File: config.mk
export PLATFORM = sky130hd
export DESIGN_NAME = lc3_mem_arbiter
export DESIGN_NICKNAME = d
export VERILOG_FILES = /design/src/rtl/lc3_pkg.sv /design/src/rtl/lc3_rr_arb2.sv /design/src/rtl/lc3_mem_arbiter.sv
export SDC_FILE = /design/constraint.sdc
export NUM_CORES = 1
export LEC_CHECK = 0
export ABC_AREA = 1
export ABC_CLOCK_PERIOD_IN_PS = 1300
export CAP_MARGIN = 10
export CORE_MARGIN = 2
export CORE_UTILIZATION = 38
export DETAILED_ROUTE_END_ITERATION = 7
export HOLD_SLACK_MARGIN = 0.06
export PLACE_DENSITY = 0.85
export SYNTH_ARGS = -nofsm -noshare
export SYNTH_HDL_FRONTEND = slang
export SYNTH_SLANG_ARGS = --single-unit
File: constraint.sdc
create_clock -name clk -period 1.3 [get_ports clk]
set_input_delay 0.26 -clock clk [delete_from_list [all_inputs] [get_ports clk]]
set_output_delay 0.26 -clock clk [all_outputs]
set_load 0.01 [all_outputs]
File: src/rtl/lc3_pkg.sv
// Shared types and default widths for the LC-3 memory arbiter.
package lc3_pkg;

    localparam int unsigned LC3_ADDR_W = 16;
    localparam int unsigned LC3_DATA_W = 16;

    typedef enum logic [1:0] {
        IDLE,
        BUSY,
        RESP
    } arb_state_t;

    typedef enum logic {
        GNT_CPU,
        GNT_DMA
    } grant_t;

endpackage

File: src/rtl/lc3_rr_arb2.sv
// Two-way round-robin pick: a lone requester wins; on a tie the one not served last wins.
module lc3_rr_arb2
    import lc3_pkg::*;
(
    input  logic   cpu_req_i,
    input  logic   dma_req_i,
    input  grant_t last_grant_i,
    output logic   valid_o,
    output grant_t grant_o
);

    // Purely combinational priority flip based on who was served last.
    always_comb begin
        valid_o = cpu_req_i | dma_req_i;
        grant_o = GNT_CPU;
        if (cpu_req_i && dma_req_i) begin
            grant_o = (last_grant_i == GNT_DMA) ? GNT_CPU : GNT_DMA;
        end else if (dma_req_i) begin
            grant_o = GNT_DMA;
        end
    end

endmodule

File: src/rtl/lc3_mem_arbiter.sv
// Shares the single-port LC-3 memory between the core and a DMA engine.
// One access at a time: IDLE arbitrates, BUSY holds the registered command until
// mem_rdy or timeout, RESP issues a one-cycle ready to the owner.
module lc3_mem_arbiter
    import lc3_pkg::*;
#(
    parameter int unsigned ADDR_W  = LC3_ADDR_W,
    parameter int unsigned DATA_W  = LC3_DATA_W,
    parameter int unsigned TIMEOUT = 255
) (
    input  logic              clk,
    input  logic              reset_n,
    input  logic              cpu_mio_en,
    input  logic              cpu_r_w,
    input  logic [ADDR_W-1:0] cpu_addr,
    input  logic [DATA_W-1:0] cpu_wdata,
    output logic [DATA_W-1:0] cpu_rdata,
    output logic              cpu_r,
    input  logic              dma_req,
    input  logic              dma_we,
    input  logic [ADDR_W-1:0] dma_addr,
    input  logic [DATA_W-1:0] dma_wdata,
    output logic [DATA_W-1:0] dma_rdata,
    output logic              dma_ack,
    output logic              mem_en,
    output logic              mem_we,
    output logic [ADDR_W-1:0] mem_addr,
    output logic [DATA_W-1:0] mem_wdata,
    input  logic [DATA_W-1:0] mem_rdata,
    input  logic              mem_rdy,
    output logic              timeout_err,
    output logic              busy
);

    // Counter wide enough to reach TIMEOUT-1 for any TIMEOUT value.
    localparam int unsigned     CntW    = $clog2(TIMEOUT + 2);
    localparam logic [CntW-1:0] CntLast = CntW'((TIMEOUT == 0) ? 0 : TIMEOUT - 1);

    arb_state_t        state_q, state_d;
    grant_t            last_grant_q, last_grant_d;
    logic [CntW-1:0]   cnt_q, cnt_d;
    logic              mem_en_q, mem_en_d;
    logic              mem_we_q, mem_we_d;
    logic [ADDR_W-1:0] mem_addr_q, mem_addr_d;
    logic [DATA_W-1:0] mem_wdata_q, mem_wdata_d;
    logic [DATA_W-1:0] cpu_rdata_q, cpu_rdata_d;
    logic [DATA_W-1:0] dma_rdata_q, dma_rdata_d;
    logic              cpu_r_q, cpu_r_d;
    logic              dma_ack_q, dma_ack_d;
    logic              timeout_err_q, timeout_err_d;
    logic              busy_q;

    logic              arb_valid;
    grant_t            arb_grant;

    lc3_rr_arb2 u_arb (
        .cpu_req_i    (cpu_mio_en),
        .dma_req_i    (dma_req),
        .last_grant_i (last_grant_q),
        .valid_o      (arb_valid),
        .grant_o      (arb_grant)
    );

    // Next-state, command capture, completion and ready generation.
    always_comb begin
        state_d       = state_q;
        last_grant_d  = last_grant_q;
        cnt_d         = cnt_q;
        mem_en_d      = mem_en_q;
        mem_we_d      = mem_we_q;
        mem_addr_d    = mem_addr_q;
        mem_wdata_d   = mem_wdata_q;
        cpu_rdata_d   = cpu_rdata_q;
        dma_rdata_d   = dma_rdata_q;
        cpu_r_d       = 1'b0;
        dma_ack_d     = 1'b0;
        timeout_err_d = 1'b0;

        unique case (state_q)
            IDLE: begin
                // mem_rdy here is stale (e.g. after a reset) and deliberately ignored.
                if (arb_valid) begin
                    last_grant_d = arb_grant;
                    cnt_d        = '0;
                    mem_en_d     = 1'b1;
                    if (arb_grant == GNT_CPU) begin
                        mem_we_d    = cpu_r_w;
                        mem_addr_d  = cpu_addr;
                        mem_wdata_d = cpu_wdata;
                    end else begin
                        mem_we_d    = dma_we;
                        mem_addr_d  = dma_addr;
                        mem_wdata_d = dma_wdata;
                    end
                    state_d = BUSY;
                end
            end
            BUSY: begin
                cnt_d = cnt_q + 1'b1;
                // mem_rdy takes priority over a timeout landing on the same cycle.
                if (mem_rdy) begin
                    mem_en_d = 1'b0;
                    if (!mem_we_q) begin
                        if (last_grant_q == GNT_CPU) cpu_rdata_d = mem_rdata;
                        else                         dma_rdata_d = mem_rdata;
                    end
                    cpu_r_d   = (last_grant_q == GNT_CPU);
                    dma_ack_d = (last_grant_q == GNT_DMA);
                    state_d   = RESP;
                end else if ((TIMEOUT != 0) && (cnt_q == CntLast)) begin
                    mem_en_d = 1'b0;
                    if (last_grant_q == GNT_CPU) cpu_rdata_d = '0;
                    else                         dma_rdata_d = '0;
                    cpu_r_d       = (last_grant_q == GNT_CPU);
                    dma_ack_d     = (last_grant_q == GNT_DMA);
                    timeout_err_d = 1'b1;
                    state_d       = RESP;
                end
            end
            RESP: begin
                // No arbitration here so a still-held request is not served twice.
                state_d = IDLE;
            end
            default: begin
                state_d = IDLE;
            end
        endcase
    end

    // State and registered outputs with synchronous active-low reset.
    always_ff @(posedge clk) begin
        if (!reset_n) begin
            state_q       <= IDLE;
            last_grant_q  <= GNT_DMA;
            cnt_q         <= '0;
            mem_en_q      <= 1'b0;
            mem_we_q      <= 1'b0;
            mem_addr_q    <= '0;
            mem_wdata_q   <= '0;
            cpu_rdata_q   <= '0;
            dma_rdata_q   <= '0;
            cpu_r_q       <= 1'b0;
            dma_ack_q     <= 1'b0;
            timeout_err_q <= 1'b0;
            busy_q        <= 1'b0;
        end else begin
            state_q       <= state_d;
            last_grant_q  <= last_grant_d;
            cnt_q         <= cnt_d;
            mem_en_q      <= mem_en_d;
            mem_we_q      <= mem_we_d;
            mem_addr_q    <= mem_addr_d;
            mem_wdata_q   <= mem_wdata_d;
            cpu_rdata_q   <= cpu_rdata_d;
            dma_rdata_q   <= dma_rdata_d;
            cpu_r_q       <= cpu_r_d;
            dma_ack_q     <= dma_ack_d;
            timeout_err_q <= timeout_err_d;
            busy_q        <= (state_d != IDLE);
        end
    end

    assign cpu_rdata   = cpu_rdata_q;
    assign cpu_r       = cpu_r_q;
    assign dma_rdata   = dma_rdata_q;
    assign dma_ack     = dma_ack_q;
    assign mem_en      = mem_en_q;
    assign mem_we      = mem_we_q;
    assign mem_addr    = mem_addr_q;
    assign mem_wdata   = mem_wdata_q;
    assign timeout_err = timeout_err_q;
    assign busy        = busy_q;

endmodule

==> flow_summary.toml, run 1 <==
[grt]
grt_pass1_wl_um = 18570
grt_pass1_vias = 4087
grt.overflow.total = 0
grt_max_degree = 43
grt_usage_pct = 22.51
antenna_found_initial = 0

[route]
viasPerCell = 5.075
routedWlPerCell_um = 14.88
ant_nets = 0
wl_met2_um = 6244
first_iter_violations = 117
wl_met3_um = 1008
drc = 0
drt-met1-wl_um = 4727
dr_total_vias = 4207
drtPass1Iterations = 4
top_layer_used = "met4"
wl_um = 12340

[floorplan]
rows = 35
die_y_um = 102.0
pin_count = 157
die_area_um2 = 10400
die_width_um = 102.0
core_area_um2 = 9284
start_util_pct = 39.30

[sta]
period_minus_slack_ns = 1.529
tightest_slew_ns = 0.3545
final_critical_path_setup_slack_ns = -0.2293
period_share_pct = 117.6
tns_ns = -5.567
clock.fmax_mhz = 653.9
rsz0062_at_grt = "yes"
hold_viol_final = 0
skew_ns = 0.01211
setup_violations = 37
slew_violations = 0
slew_headroom_pct = 76.37

[clock_network]
cts_root_buf = "clkbuf_8"
clk_pin_slew_ns = 0.09
cts_max_path_buffers = 2
cts_sinks = 82
cts_tree = "built"
postCtsHoldBufs = 0
insertion_delay_ns = 0.35
htree_levels = 3
cts_buffers = 9

[min_path]
hp-class = "input port to flip-flop"

[power]
max-vdd-ir-drop_mv = 0.5599
power.leakage_nw = 2.818
power.total_mw = 6.431
power.density_nw_per_um2 = 1034

[layout]
final_common_cell = "nand2_1"
area_growth_pct = 70.51
antenna_cells = 0
layout_common_cells = "nand2_1 (131), clkdlybuf4s50_1 (85), dfxtp_1 (78)"
nets = 784
finalNonFillerCells = 829
drive_above_1_share_pct = 22.29

[run]
maxCapViolCount = 0

[worst_setup_path]
crit_arrival_ns = 1.77
critPathMaxStageDelay_ns = 0.33
crit_slowest_cell = "dfxtp_2"
cp_max_fo = 6
cp.required_ns = 1.54
end_kind = "flip-flop"
criticalPathCategory = "flip-flop to flip-flop"
setup.worst_path.start_class = "flip-flop"
worstPathCellList = "inv_2 -> ha_4 -> nand3_4 -> nor2_4 -> nand3_4 -> buf_12 -> buf_12 -> nand2_8 -> nand3_2 -> nand2_1 -> nor2_1"

[yosys]
synth_seq_area_share_pct = 44.99
yosys_warnings = 0
synth_top_area_cell = "dfxtp_1"
syn-num-nets = 587
syn_area_per_cell_um2 = 7.326
synth.area.top_cells = "dfxtp_1 (45%), nand2_1 (15%), a31oi_1 (5.8%)"
syn_inst = 498
ys_ff_latch = 82
synth_cell_type_count = 28
synth_top_cell_area_share_pct = 44.99
syn_area_um2 = 3648

[placement]
dp_cells = 795
place.detailed.hpwl_um = 7966
io_buffers = 156
gp_congestion = 0.8385
pre_cts_slack_ns = -0.4877

[outcome]
status = "complete, but fails checks"
violations = "setup timing"
==> registers in the layout, indices dropped and copies added, names as in the netlist <==
name / cells
cpu_rdata: 16
dma_rdata: 16
mem_addr: 16
mem_wdata: 16
cnt_q: 9
state_q: 2
busy: 1
cpu_r: 1
dma_ack: 1
last_grant_q: 1
mem_en: 1
mem_we: 1
timeout_err: 1
==> where the power goes <==
group          internal, mW  switching (mW)  total, mW
clock network         0.902            1.01       1.91
registers              2.71           0.110       2.82
logic                 0.842           0.862       1.70
==> Yosys cell counts, drive strengths merged <==
cell,instances
nand2,149
clkbuf,7
a211oi,1
ha,2
a21oi,32
buf,25
or2,1
nand3,29
inv,35
dfxtp,82
nor2,57
o21ai,43
nand4,1
a31oi,34
==> per-layer routing <==
metal	up-vias	track usage (%)
met5	-	0
met4	0	12.00
met3	39	5.609
met2	214	39.42
met1	1924	25.16
li1	2030	-
==> worst max-delay path: cells and delay by family (launching register included) <==
family	cells	cell delay, ns
DFF	1	0.33
buffers and inverters	3	0.35
adders and majority gates	1	0.13
and+or+nand+nor	7	0.61
==> final cells by class <==
type	instances	area [um^2]
timing repair buffer	211	2051
clock buffer	9	123.9
inverter	35	131.4
clock inverter	7	76.32
multi-input combinational	356	2031
tap	129	161.4
fill	743	3063
sequential	82	1647
==> kinds of logic after synthesis <==
family	after synthesis	share of synthesized area, %
simple gates	237	27.81
buf+inv	67	9.568
compound gates	110	16.94
fa+ha+maj	2	0.6858
flops	82	44.99
==> per-stage QoR <==
step / hold WS (ns) / utilization [%] / instance area (um^2)
3_5_place_dp: 0.4522 / 60.63 / 5629
6_report: 0.3384 / 67.01 / 6221
5_1_grt: 0.3357 / 67.01 / 6221
3_3_place_gp: 0.4495 / 60.63 / 5629
4_1_cts: 0.3291 / 64.85 / 6021
2_1_floorplan: 0.4196 / - / 3740
==> worst paths after layout <==
path / start / to / slack (ns) / depth (start not counted)
hold / removal: reset_n / busy / 0.34 / 3
setup reg to reg: cnt_q[0] / dma_rdata[9] / -0.23 / 11
setup / recovery: cnt_q[0] / dma_rdata[9] / -0.23 / 11
hold reg to reg: mem_en / mem_en / 0.46 / 2
==> what timing repair did <==
item | in CTS | in global routing
buffers inserted | 6 | 5
gates resized for setup | 103 | 47
cloned | 7 | 1
setup endpoints to repair | 105 | 52
pin swaps | 12 | 17
Power figures use the tool's default switching activity.
==> inputs of run 2 (changes only) <==
--- a/config.mk
+++ b/config.mk
@@ -8,11 +8,14 @@
 export ABC_AREA = 1
 export ABC_CLOCK_PERIOD_IN_PS = 1300
 export CAP_MARGIN = 10
+export CELL_PAD_IN_SITES_DETAIL_PLACEMENT = 0
+export CELL_PAD_IN_SITES_GLOBAL_PLACEMENT = 2
 export CORE_MARGIN = 2
-export CORE_UTILIZATION = 38
+export CORE_UTILIZATION = 30
 export DETAILED_ROUTE_END_ITERATION = 7
+export DONT_BUFFER_PORTS = 1
 export HOLD_SLACK_MARGIN = 0.06
-export PLACE_DENSITY = 0.85
+export PLACE_DENSITY = 0.84
 export SYNTH_ARGS = -nofsm -noshare
 export SYNTH_HDL_FRONTEND = slang
 export SYNTH_SLANG_ARGS = --single-unit
==> run 2 against run 1 <==
The run still ends with setup timing left. Sequential power grew 4%. Global-route usage shrank 7.9 points. Cell area shrank 27%. Critical path depth shrank 1. Sequential share of layout area grew 9.9 points. Clock power grew 32%. Via count shrank 21%. Total power shrank 0.31%. Combinational power shrank 44%. Clock skew shrank 0.0056 ns. Flip-flop and latch count is the same. First-iteration DRC count grew 54%. Critical endpoint is now cpu_rdata[7]. Largest cell class is now multi-input combinational cells. Largest power group unchanged.
==> flow_summary.toml, run 2 (synthesis gave the netlist of run 1 again) <==
[layout]
nets = 603
ff_latch_area_um2 = 1648
antenna_cells = 0
area_growth_pct = 24.11
fillerInstances = 1246
layout_common_cells = "nand2_1 (139), dfxtp_1 (79), nor2_1 (46)"
final_common_cell = "nand2_1"
drive_above_1_share_pct = 20.85
multi_input_area_um2 = 1834

[grt]
grt_pass1_wl_um = 14920
grt_usage_pct = 14.63
grt_pass1_vias = 2956
grt.overflow.total = 0
grt_max_degree = 74
antenna_found_initial = 0

[sta]
setup_violations = 32
tightest_slew_ns = 0.2531
final_critical_path_setup_slack_ns = -0.1275
hold_viol_final = 0
slew_headroom_pct = 83.11
slew_violations = 0
period_share_pct = 109.8
period_minus_slack_ns = 1.427
clock.fmax_mhz = 700.5
rsz0062_at_grt = "yes"
whs_ns = 0.04062
skew_ns = 0.006559

[floorplan]
die_y_um = 114.3
rows = 40
pin_count = 157
start_util_pct = 30.50
die_width_um = 114.3
die_area_um2 = 13060
core_area_um2 = 11960

[worst_setup_path]
end_kind = "flip-flop"
cp_max_fo = 9
r2r-end = "cpu_rdata[7]"
criticalPathCategory = "flip-flop to flip-flop"
rr_worst_depth = 10
cp-endpoint = "cpu_rdata[7]"
setup.worst_path.start_class = "flip-flop"
worstReg2RegStart = "cnt_q[0]"
cp-startpoint = "cnt_q[0]"
cp.required_ns = 1.54
rrSetupSlack_ns = -0.13
crit_arrival_ns = 1.67

[power]
max-vdd-ir-drop_mv = 0.6496
power.leakage_nw = 1.884
power.total_mw = 6.411
power.density_nw_per_um2 = 1416

[clock_network]
cts_root_buf = "clkbuf_16"
insertion_delay_ns = 0.34
cts_tree = "built"
cts_max_path_buffers = 2
clk_pin_slew_ns = 0.06
htree_levels = 3
cts_sinks = 82
cts_buffers = 9

[min_path]
hp-class = "input port to flip-flop"

[route]
top_layer_used = "met4"
routedWlPerCell_um = 14.82
drt-met1-wl_um = 4083
drc = 0
wl_met2_um = 4517
wl_met3_um = 1097
ant_nets = 0
drtPass1Iterations = 4
dr_total_vias = 3308
first_iter_violations = 180
viasPerCell = 4.974
wl_um = 9854

[run]
maxCapViolCount = 0

[placement]
place.detailed.hpwl_um = 6734
io_buffers = 0
gp_congestion = 0.7423
pre_cts_slack_ns = -0.1301

[outcome]
violations = "setup timing"
status = "complete, but fails checks"
==> run 2: changes by cell type in the layout (fill, tap and decap cells not counted), sizes merged, moves of 4 or more <==
cell           previous run  this run
clkdlybuf4s50            85         0
dlygate4sd2              63         0
buf                      55        33
clkdlybuf4s15             6         0
nand2                   156       150
clkbuf                   11        15
==> run 2: power by group <==
| group | total (mW) | switching [mW] | internal (mW) |
|---|---|---|---|
| combinational | 0.956 | 0.532 | 0.425 |
| clock | 2.52 | 0.997 | 1.52 |
| sequential | 2.93 | 0.224 | 2.71 |
==> run 2: worst min-delay path by stage <==
| stage | startpoint | end | slack [ns] | cells after the start |
|---|---|---|---|---|
| global placement | reset_n | dma_rdata[14] | 0.39 | 2 |
| global route | reset_n | dma_rdata[6] | 0.03 | 2 |
| CTS | reset_n | cnt_q[6] | 0.02 | 2 |
| floorplan | dma_addr[14] | mem_addr[14] | 0.42 | 2 |
| detailed placement | reset_n | dma_rdata[6] | 0.40 | 2 |
| finish | reset_n | cnt_q[6] | 0.04 | 2 |
==> run 2: area by class of cell <==
type	count	share of cell area (%)
clock inverter	3	0.8842
clock buffer	12	5.443
inverter	35	2.957
tap	147	4.062
multi-input combinational	350	40.51
sequential	82	36.39
timing repair buffer	36	9.754
==> run 2: critical path, cell delays in order, from the launching register on <==
cell,delay [ns]
dfxtp_2,0.33
inv_2,0.06
ha_4,0.13
nand3_4,0.08
nor2_4,0.12
nand3_4,0.14
nand2_8,0.17
buf_12,0.14
nand3_2,0.05
nand2_1,0.06
nor2_1,0.04
==> run 2: layer usage <==
metal | vias to the layer above | GRT usage (%)
met5 | - | 0
met4 | 0 | 5.854
met3 | 9 | 6.935
met2 | 138 | 22.26
met1 | 1509 | 17.84
li1 | 1652 | -
==> run 2: stage by stage <==
stage / TNS (ns) / area (um^2) / utilization, % / cells
final: -2.991 / 4528 / 37.86 / 665
after global routing: -6.258 / 4528 / 37.86 / 665
after CTS: -2.585 / 4394 / 36.74 / 662
after detailed placement: -3.342 / 4035 / 33.73 / 644
after global placement: -2.151 / 4035 / 33.73 / 644
after floorplan: -0.7114 / 3740 / - / 498
==> run 2: repair_timing <==
| action | CTS | global route |
|---|---|---|
| buffers inserted | 2 | 0 |
| setup endpoints to repair | 34 | 48 |
| endpoints found under the hold margin | 66 | 42 |
| gates resized for setup | 11 | 19 |
| pin swaps | 6 | 5 |
| cloned | 1 | 3 |
==> inputs of run 3 (changes only) <==
--- a/config.mk
+++ b/config.mk
@@ -10,7 +10,7 @@
 export CAP_MARGIN = 10
 export CELL_PAD_IN_SITES_DETAIL_PLACEMENT = 0
 export CELL_PAD_IN_SITES_GLOBAL_PLACEMENT = 2
-export CORE_MARGIN = 2
+export CORE_MARGIN = 5
 export CORE_UTILIZATION = 30
 export DETAILED_ROUTE_END_ITERATION = 7
 export DONT_BUFFER_PORTS = 1
==> run 3 against run 2 <==
The flow still finishes with violations (setup timing). Cell area up 3.1%. Core utilization up 1.2 points. Count of clock-buffer cells in the layout down 1. Clock power up 4%. Combinational power up 6%. Final cell count down 0.15%. Die area up 11%. Flip-flop and latch count unchanged. Clock skew down 0.0035 ns.
==> flow_summary.toml, run 3 (synthesis gave the netlist of run 1 again) <==
[outcome]
status = "complete, but fails checks"
violations = "setup timing"

[route]
drc = 0
dr_total_vias = 3344
first_iter_violations = 179
ant_nets = 0
wl_um = 10930
viasPerCell = 5.036
drtPass1Iterations = 4
routedWlPerCell_um = 16.45

[placement]
place.detailed.hpwl_um = 7289
pre_cts_slack_ns = -0.1327
gp_congestion = 0.8171
io_buffers = 0
postPlaceCellArea_um2 = 3978

[worst_setup_path]
end_kind = "flip-flop"
criticalPathCategory = "flip-flop to flip-flop"
setup.worst_path.start_class = "flip-flop"
cp_max_fo = 7
cp.required_ns = 1.53
crit_arrival_ns = 1.63
rrSetupSlack_ns = -0.1

[sta]
tns_ns = -1.985
slew_headroom_pct = 84.54
setup_violations = 32
slew_violations = 0
period_minus_slack_ns = 1.397
tightest_slew_ns = 0.2316
hold_viol_final = 0
final_critical_path_setup_slack_ns = -0.09733
clock.fmax_mhz = 715.7
rsz0062_at_grt = "yes"
period_share_pct = 107.5
skew_ns = 0.003099

[layout]
layout_common_cells = "nand2_1 (132), dfxtp_1 (78), nor2_1 (38)"
antenna_cells = 0
drive_above_1_share_pct = 25.53
stdcell_area_um2 = 4669
area_growth_pct = 27.98
nets = 601
fillerInstances = 1264
final_common_cell = "nand2_1"

[floorplan]
pin_count = 157
core_area_um2 = 11960
die_area_um2 = 14470
start_util_pct = 30.50
die_width_um = 120.3
rows = 40
die_y_um = 120.3

[clock_network]
insertion_delay_ns = 0.34
clk_pin_slew_ns = 0.06
cts_root_buf = "clkbuf_16"
cts_tree = "built"
cts_max_path_buffers = 2
cts_sinks = 82
cts_buffers = 9
htree_levels = 3

[grt]
grt_usage_pct = 13.84
grt_pass1_wl_um = 15950
grt_pass1_vias = 3062
grt_max_degree = 74
antenna_found_initial = 0
grt.overflow.total = 0

[run]
maxCapViolCount = 0

[min_path]
hp-class = "input port to flip-flop"

[power]
power.leakage_nw = 1.875
power.density_nw_per_um2 = 1408
max-vdd-ir-drop_mv = 0.5512
==> run 3: cell types whose count changed in the layout (fill, tap and decap cells not counted), moves of 2 or more <==
cell | previous run | this run
a21oi_1 | 29 | 26
a21oi_2 | 3 | 6
buf_4 | 21 | 17
clkbuf_1 | 2 | 0
nand2_1 | 139 | 132
nand2_2 | 7 | 14
nand2_4 | 3 | 0
nand2_8 | 1 | 5
nand3_1 | 7 | 5
nor2_1 | 46 | 38
nor2_2 | 6 | 12
nor2_4 | 5 | 7
==> run 3: critical path, stage by stage (launching register included) <==
cell and delay [ns]:
dfxtp_2 0.33, inv_2 0.06, ha_4 0.12, nand3_4 0.06, nor2_4 0.11, nand3_4 0.14
nand2_8 0.16, buf_6 0.14, nand3_2 0.07, nand2_2 0.06, nor2_1 0.04
==> run 3: repair_timing <==
item	4_1_cts	5_1_grt
resized for setup	7	53
hold endpoints to repair	68	27
pin swaps	3	15
buffers inserted	2	2
cloned	1	5
setup endpoints to repair	34	60
==> run 3: layer usage <==
metal | global-route usage [%] | up-vias | wire [um]
met1 | 17.29 | 1546 | 4436
met4 | 6.374 | 0 | 178
met3 | 5.753 | 13 | 1156
li1 | - | 1655 | -
met5 | 0 | - | 0
met2 | 20.76 | 130 | 5153
==> run 3: power by group <==
group          internal [mW]  leakage [nW]  switching [mW]
Combinational          0.433          1.05           0.580
Clock                   1.58         0.151            1.04
Sequential              2.71         0.675           0.233
Total                   4.72          1.87            1.85
==> run 3: path summary, 6_finish.rpt <==
path                            cells past startpoint     start       endpoint
worst max register to register                     10  cnt_q[0]   cpu_rdata[2]
worst min register to register                      2  cnt_q[8]       cnt_q[8]
worst max-delay path                               10  cnt_q[0]   cpu_rdata[2]
worst min-delay path                                2   reset_n  dma_rdata[15]
==> run 3: stage by stage <==
stage / power (mW) / instances / hold WS [ns] / utilization (%)
2_1_floorplan: 3.617 / 498 / 0.4196 / -
3_3_place_gp: 3.803 / 638 / 0.3920 / 33.25
3_5_place_dp: 3.818 / 638 / 0.3956 / 33.25
4_1_cts: 6.488 / 657 / 0.02649 / 36.31
5_1_grt: 6.915 / 664 / 0.04524 / 39.04
6_report: 6.577 / 664 / 0.04943 / 39.04
==> run 3: final cells by class <==
| type | instances | area [um^2] | area share [%] |
|---|---|---|---|
| clock inverters | 5 | 52.55 | 1.125 |
| well taps | 147 | 183.9 | 3.939 |
| clock buffers | 11 | 252.7 | 5.413 |
| multi-input cells | 351 | 1964 | 42.07 |
| flip-flops and latches | 82 | 1649 | 35.32 |
| inverters | 35 | 133.9 | 2.867 |
| repair buffers | 33 | 432.9 | 9.271 |
